**config.mk**
```make
export PLATFORM = sky130hd
export DESIGN_NAME = uart_slot_router
export DESIGN_NICKNAME = d
export VERILOG_FILES = /design/src/rtl/uart_slot_router.sv
export SDC_FILE = /design/constraint.sdc
export NUM_CORES = 1
export LEC_CHECK = 0
export ABC_AREA = 0
export CELL_PAD_IN_SITES_DETAIL_PLACEMENT = 0
export CELL_PAD_IN_SITES_GLOBAL_PLACEMENT = 2
export CORE_AREA = 2 2 96 98
export CTS_CLUSTER_DIAMETER = 200
export DETAILED_ROUTE_END_ITERATION = 10
export DIE_AREA = 0 0 98 100
export PLACE_DENSITY_LB_ADDON = 0.1
export SYNTH_ARGS = -nofsm -noshare
export SYNTH_HDL_FRONTEND = slang
export SYNTH_SLANG_ARGS = --single-unit
```
**constraint.sdc**
```tcl
create_clock -name clk -period 5.7 [get_ports clk]
set_clock_uncertainty 0.1 [all_clocks]
set_input_delay 0.57 -clock clk [delete_from_list [all_inputs] [get_ports clk]]
set_output_delay 0.57 -clock clk [all_outputs]
set_load 0.01 [all_outputs]
```
**src/rtl/uart_slot_router.sv**
```systemverilog
// Routes the MCU's single UART pair to one of NUM_SLOTS card slots, switching
// only after the lines have drained idle and then been parked idle for a guard time.
module uart_slot_router #(
    parameter int UART_ADDRESS_WIDTH = 4,
    parameter int NUM_SLOTS          = 8,
    parameter int SYNC_STAGES        = 2,
    parameter int GUARD_CYCLES       = 1042,
    parameter int DRAIN_TIMEOUT      = 65535
) (
    input  logic                          clk,
    input  logic                          resetn,
    input  logic [UART_ADDRESS_WIDTH-1:0] uart_slot_en,
    input  logic                          mcu_tx,
    output logic                          mcu_rx,
    input  logic [NUM_SLOTS-1:0]          slot_rx,
    output logic [NUM_SLOTS-1:0]          slot_tx,
    output logic [UART_ADDRESS_WIDTH-1:0] active_slot,
    output logic                          switching,
    output logic                          drain_timeout
);

    typedef enum logic [1:0] {ROUTE, DRAIN, PARK} state_t;

    localparam logic [15:0] GUARD_LAST = 16'(GUARD_CYCLES - 1);
    localparam logic [15:0] TMO_LAST   = 16'(DRAIN_TIMEOUT - 1);

    state_t                                  state, state_d;
    logic [UART_ADDRESS_WIDTH-1:0]           pending, pending_d, active_d;
    logic [15:0]                             idle_cnt, idle_cnt_d;
    logic [15:0]                             tmo_cnt, tmo_cnt_d;
    logic                                    timeout_d;

    logic [SYNC_STAGES-1:0]                  tx_sync;
    logic [SYNC_STAGES-1:0][NUM_SLOTS-1:0]   rx_sync;
    logic                                    tx_s;
    logic [NUM_SLOTS-1:0]                    rx_s;
    logic                                    sel_rx;
    logic                                    lines_idle;
    logic [NUM_SLOTS-1:0]                    slot_tx_d;
    logic                                    mcu_rx_d;

    // Idle-high reset so a freshly reset synchroniser never looks like a start bit.
    always_ff @(posedge clk) begin
        if (!resetn) begin
            tx_sync <= '1;
            rx_sync <= '1;
        end else begin
            // NOTE: non-blocking assignments let every stage sample the previous
            // stage's old value, so the chain really is SYNC_STAGES flops deep.
            tx_sync <= {tx_sync[SYNC_STAGES-2:0], mcu_tx};
            rx_sync <= {rx_sync[SYNC_STAGES-2:0], slot_rx};
        end
    end

    assign tx_s = tx_sync[SYNC_STAGES-1];
    assign rx_s = rx_sync[SYNC_STAGES-1];

    // Routing mux: an out-of-range active slot matches no index and stays idle.
    always_comb begin
        // NOTE: every combinational output gets a default first so no path
        // through the loop/branches can leave it unassigned and infer a latch.
        sel_rx    = 1'b1;
        slot_tx_d = '1;
        for (int i = 0; i < NUM_SLOTS; i++) begin
            if (active_slot == UART_ADDRESS_WIDTH'(i)) begin
                sel_rx = rx_s[i];
                if (state != PARK) slot_tx_d[i] = tx_s;
            end
        end
        mcu_rx_d   = (state == PARK) ? 1'b1 : sel_rx;
        lines_idle = tx_s & sel_rx;
    end

    always_comb begin
        state_d    = state;
        pending_d  = pending;
        active_d   = active_slot;
        idle_cnt_d = idle_cnt;
        tmo_cnt_d  = tmo_cnt;
        timeout_d  = 1'b0;
        case (state)
            ROUTE: begin
                if (uart_slot_en != active_slot) begin
                    pending_d  = uart_slot_en;
                    idle_cnt_d = '0;
                    tmo_cnt_d  = '0;
                    state_d    = DRAIN;
                end
            end
            DRAIN: begin
                pending_d = uart_slot_en;
                tmo_cnt_d = tmo_cnt + 16'd1;
                if (uart_slot_en == active_slot) begin
                    state_d = ROUTE;
                end else if (lines_idle && idle_cnt == GUARD_LAST) begin
                    // Idle window completing wins over a simultaneous timeout.
                    state_d    = PARK;
                    idle_cnt_d = '0;
                end else if (tmo_cnt == TMO_LAST) begin
                    state_d    = PARK;
                    idle_cnt_d = '0;
                    timeout_d  = 1'b1;
                end else begin
                    idle_cnt_d = lines_idle ? idle_cnt + 16'd1 : '0;
                end
            end
            PARK: begin
                if (idle_cnt == GUARD_LAST) begin
                    active_d   = pending;
                    idle_cnt_d = '0;
                    state_d    = ROUTE;
                end else begin
                    idle_cnt_d = idle_cnt + 16'd1;
                end
            end
            default: state_d = ROUTE;
        endcase
    end

    always_ff @(posedge clk) begin
        if (!resetn) begin
            state         <= ROUTE;
            active_slot   <= '0;
            pending       <= '0;
            idle_cnt      <= '0;
            tmo_cnt       <= '0;
            switching     <= 1'b0;
            drain_timeout <= 1'b0;
            slot_tx       <= '1;
            mcu_rx        <= 1'b1;
        end else begin
            state         <= state_d;
            active_slot   <= active_d;
            pending       <= pending_d;
            idle_cnt      <= idle_cnt_d;
            tmo_cnt       <= tmo_cnt_d;
            switching     <= (state_d != ROUTE);
            drain_timeout <= timeout_d;
            slot_tx       <= slot_tx_d;
            mcu_rx        <= mcu_rx_d;
        end
    end

endmodule

```
==> summary.txt <==
Worst setup path
  • Worst EP required: slightly below 6 ns
  • CP cell instances: xor2_1, or4_1, o21ai_1, nand2_1, o31ai_1, a22o_1
  • CP startpoint kind: flop
  • Reg2reg path depth: 6
  • Critical path's largest stage delay: 0.78 ns
  • CP Capture Type: flop
  • CP arrival: approximately 3.4 ns
  • CP Max Fanout: 16
  • Critical path class: reg2reg
  • CP max-delay cell: o21ai_1

Synthesis
  • Synthesized area: 3230 sq um
  • Synth Register Bits: 71
  • Async set-reset flop share out of synthesis: 0%
  • Synth Instances: between 300 and 400
  • Distinct cells, synth: between 50 and 60
  • Post-synth EDFFs: 0
  • Synth area leaders: dfxtp_1 (44%), nand2b_1 (3.9%), xor2_1 (3.8%)
  • Ys flop type: dfxtp_1
  • Top-count cell post-synth: dfxtp_1
  • Post-synthesis sequential area ratio: between 40 and 50%
  • Synthesis Warnings: 0
  • Post-synth top area share: 44.0%
  • Dominant cell type by area after synthesis: dfxtp_1
  • Most instantiated cells after synthesis: dfxtp_1 (71), nand2_1 (29), nor2_1 (25)
  • Synthesized Nets: ~380
  • Syn Area/Cell: ~9.1 sq um

Floorplanning
  • Core area: 8890 sq um
  • Die extent in y: 100 um
  • DIE AREA: 9800 sq um
  • Die W: roughly 98 um
  • Cell row count: 35
  • Initial Util: 36.3%
  • I/O pins: 30

Global route
  • Initial antenna violation count: 0
  • Vias in the first global route: 2511
  • GRT Total Usage: approximately 16%
  • Global-route wire length before repair: roughly 12000 um
  • GR Overflow Total: 0
  • Largest net degree at the start of global routing: 48

Placement
  • Post-DP HPWL: a little over 5000 um
  • Area post-placement: approximately 3600 sq um
  • Gpl congestion: between 0.7 and 0.8
  • Worst slack, placed: between 2 and 2.5 ns
  • Port Buf Inserts: 29

STA
  • Post-layout worst setup margin: ~2.5 ns
  • Fin. max-slew vios: 0
  • Highest clock rate: just over 0.3 GHz
  • Max_slew headroom: about 29%
  • Crit share post-route: a little under three fifths
  • Crit path time final: roughly 3.2 ns
  • Endpoints failing setup: 0
  • Worst-margin pin slew: approximately 1.1 ns
  • Final hold violation count: 0
  • Setup TNS: 0 ns
  • Setup repair after global routing missed its margin: no

Power
  • VDD IR-drop max: approximately 0.11 mV
  • PwrDens: roughly 280 nW/um^2
  • Leak pwr: 0.00138 uW
  • Cell-internal power: approximately 800 uW
  • Switching Power: 270 uW
  • Flop pwr share: just under 50%
  • Clock power frac: a little over two fifths
  • Switching share of power: about 25%
  • Comb pwr share: 8.7%

Detailed routing
  • Drt wl/cell: 14.7 um
  • Antenna Violating Nets Remaining: 0
  • First-pass DRT Iterations: 4
  • Post-route DRC: 0
  • DRT Wirelength: between 7000 and 8000 um
  • 1st-iter DRT viols: 87
  • Vias per cell: about 5.2
  • Vias: 2600

Hold path
  • Hold Crit Class: reg2reg
  • Cells on Worst Hold Path: 1

Clock network
  • Setup Buffers After CTS: 0
  • Maximum buffer depth of the clock tree: 2
  • Root buffer cell: clkbuf_8
  • Skew-Pair Late Insertion Delay: around 0.36 ns
  • CTS hold repair buffers: 0
  • CTS tree: built
  • Clock sink total: 71
  • TritonCTS buffer count: 9
  • H-Tree Depth: 3
  • CTS resizes: 0
  • Clock-pin slew on the worst setup and hold paths: around 0.080 ns

Run status
  • Status: finished, final reports clean

Finish
  • Layout cells sized above 1: under 10%
  • FILL cells: around 890
  • Area of the multi-input gates: 1700 sq um
  • Area grow syn2layout: 18.3%
  • Design area: between 3000 and 4000 sq um
  • Antenna cell count: 0
  • Final #Nets: roughly 400
  • Reg area: approximately 1400 sq um

Job
  • Max Cap Viol: 0
[through the flow]
| stage | utilization (%) | power, uW | std cells | hold WS, ns |
|---|---|---|---|---|
| 3_3_place_gp | 40.4 | 622 | 481 | 0.289 |
| 3_5_place_dp | 40.4 | 622 | 481 | 0.292 |
| 5_1_grt | 42.9 | 1120 | 497 | 0.334 |
| 2_1_floorplan | - | 593 | 354 | 0.286 |
| 6_report | 42.9 | 1070 | 497 | 0.310 |
| 4_1_cts | 42.9 | 1080 | 497 | 0.313 |
[cell usage in the layout (no fill, tap or decap), types with 2 or more instances in the layout]
| cell type | netlist | layout |
|---|---|---|
| nor4b_1 | 3 | 3 |
| a21oi_1 | 7 | 7 |
| or2_2 | 3 | 3 |
| o21ai_0 | 5 | 4 |
| clkinv_4 | 0 | 2 |
| a21boi_0 | 7 | 7 |
| xor2_1 | 14 | 14 |
| nor2b_1 | 7 | 7 |
| and3b_1 | 4 | 4 |
| a21o_1 | 3 | 3 |
| bufinv_16 | 0 | 2 |
| o21ai_1 | 2 | 3 |
| nor4_1 | 8 | 8 |
| xnor2_1 | 4 | 4 |
| a32o_1 | 4 | 4 |
| dfxtp_1 | 71 | 71 |
| or3_1 | 2 | 2 |
| nor4bb_1 | 2 | 2 |
| nor2_1 | 25 | 25 |
| clkdlybuf4s50_1 | 0 | 29 |
| a211oi_1 | 2 | 2 |
| nand2b_1 | 20 | 20 |
| nand3_1 | 23 | 23 |
| nor3_1 | 3 | 3 |
| clkbuf_8 | 0 | 9 |
| nand2_1 | 29 | 29 |
| and4_1 | 3 | 3 |
| nand4_1 | 14 | 14 |
| inv_1 | 9 | 9 |
| and2_1 | 4 | 4 |
| a22o_1 | 5 | 5 |
| and3_1 | 7 | 7 |
| nor3b_1 | 4 | 4 |
| mux2i_1 | 5 | 5 |
| o31ai_1 | 13 | 13 |
| ha_1 | 8 | 8 |
| o41ai_1 | 2 | 2 |
[power by group through the flow]
| stage | logic, uW | clock network [uW] | registers [uW] |
|---|---|---|---|
| 2_1_floorplan | 65.6 | 0 | 527 |
| 3_5_place_dp | 93.8 | 0 | 529 |
| 4_1_cts | 94.1 | 472 | 517 |
| 6_report | 93.6 | 460 | 517 |
| 5_1_grt | 105 | 494 | 519 |
| 3_3_place_gp | 93.8 | 0 | 529 |
[worst max-delay path: cells and delay by family, from the launching register on]
kind / cells / cell delay (ns)
AOI/OAI and AO/OA: 3 / 1.14
and+or+nand+nor: 2 / 1.05
DFF: 1 / 0.69
xor gates and xnor gates: 1 / 0.19
[cell type report]
cell class	count	area share (%)
clock buffers	9	3.25
clock inverters	7	2.75
inverters	9	0.885
multi-input cells	260	44.4
flip-flops and latches	71	37.2
well taps	111	3.64
repair buffers	30	7.80
[flip-flops by register name (all words and copies together), names as in the netlist]
register / count
mcu_rx: 1
rx_s: 8
idle_cnt: 16
tx_sync: 2
tmo_cnt: 16
active_slot: 4
slot_tx: 8
rx_sync: 8
state: 2
pending: 4
switching: 1
drain_timeout: 1
[layer usage]
| metal | routed length, um | global-route usage [%] | share of wire, % |
|---|---|---|---|
| met1 | 3680 | 20.6 | 50 |
| met2 | 3310 | 25.1 | 45 |
| met3 | 200 | 3.62 | 2.7 |
| met4 | 95 | 5.77 | 1.3 |
| met5 | 0 | 0 | 0 |
[cell families after synthesis]
family | count (synthesis) | share of synthesized area [%]
fa+ha+maj | 8 | 3.10
flops | 71 | 44.0
simple gates | 170 | 29.5
buf+inv | 23 | 3.41
mux | 5 | 1.55
xor+xnor | 18 | 4.89
compound gates | 59 | 13.5
[final timing paths]
| check | from | slack (ns) | to |
|---|---|---|---|
| setup / recovery | active_slot[1] | 2.48 | idle_cnt[8] |
| setup reg to reg | active_slot[1] | 2.48 | idle_cnt[8] |
| hold / removal | rx_sync[4] | 0.31 | rx_s[4] |
| hold reg to reg | rx_sync[4] | 0.31 | rx_s[4] |
Note: power is estimated with default switching activity, not from simulation.
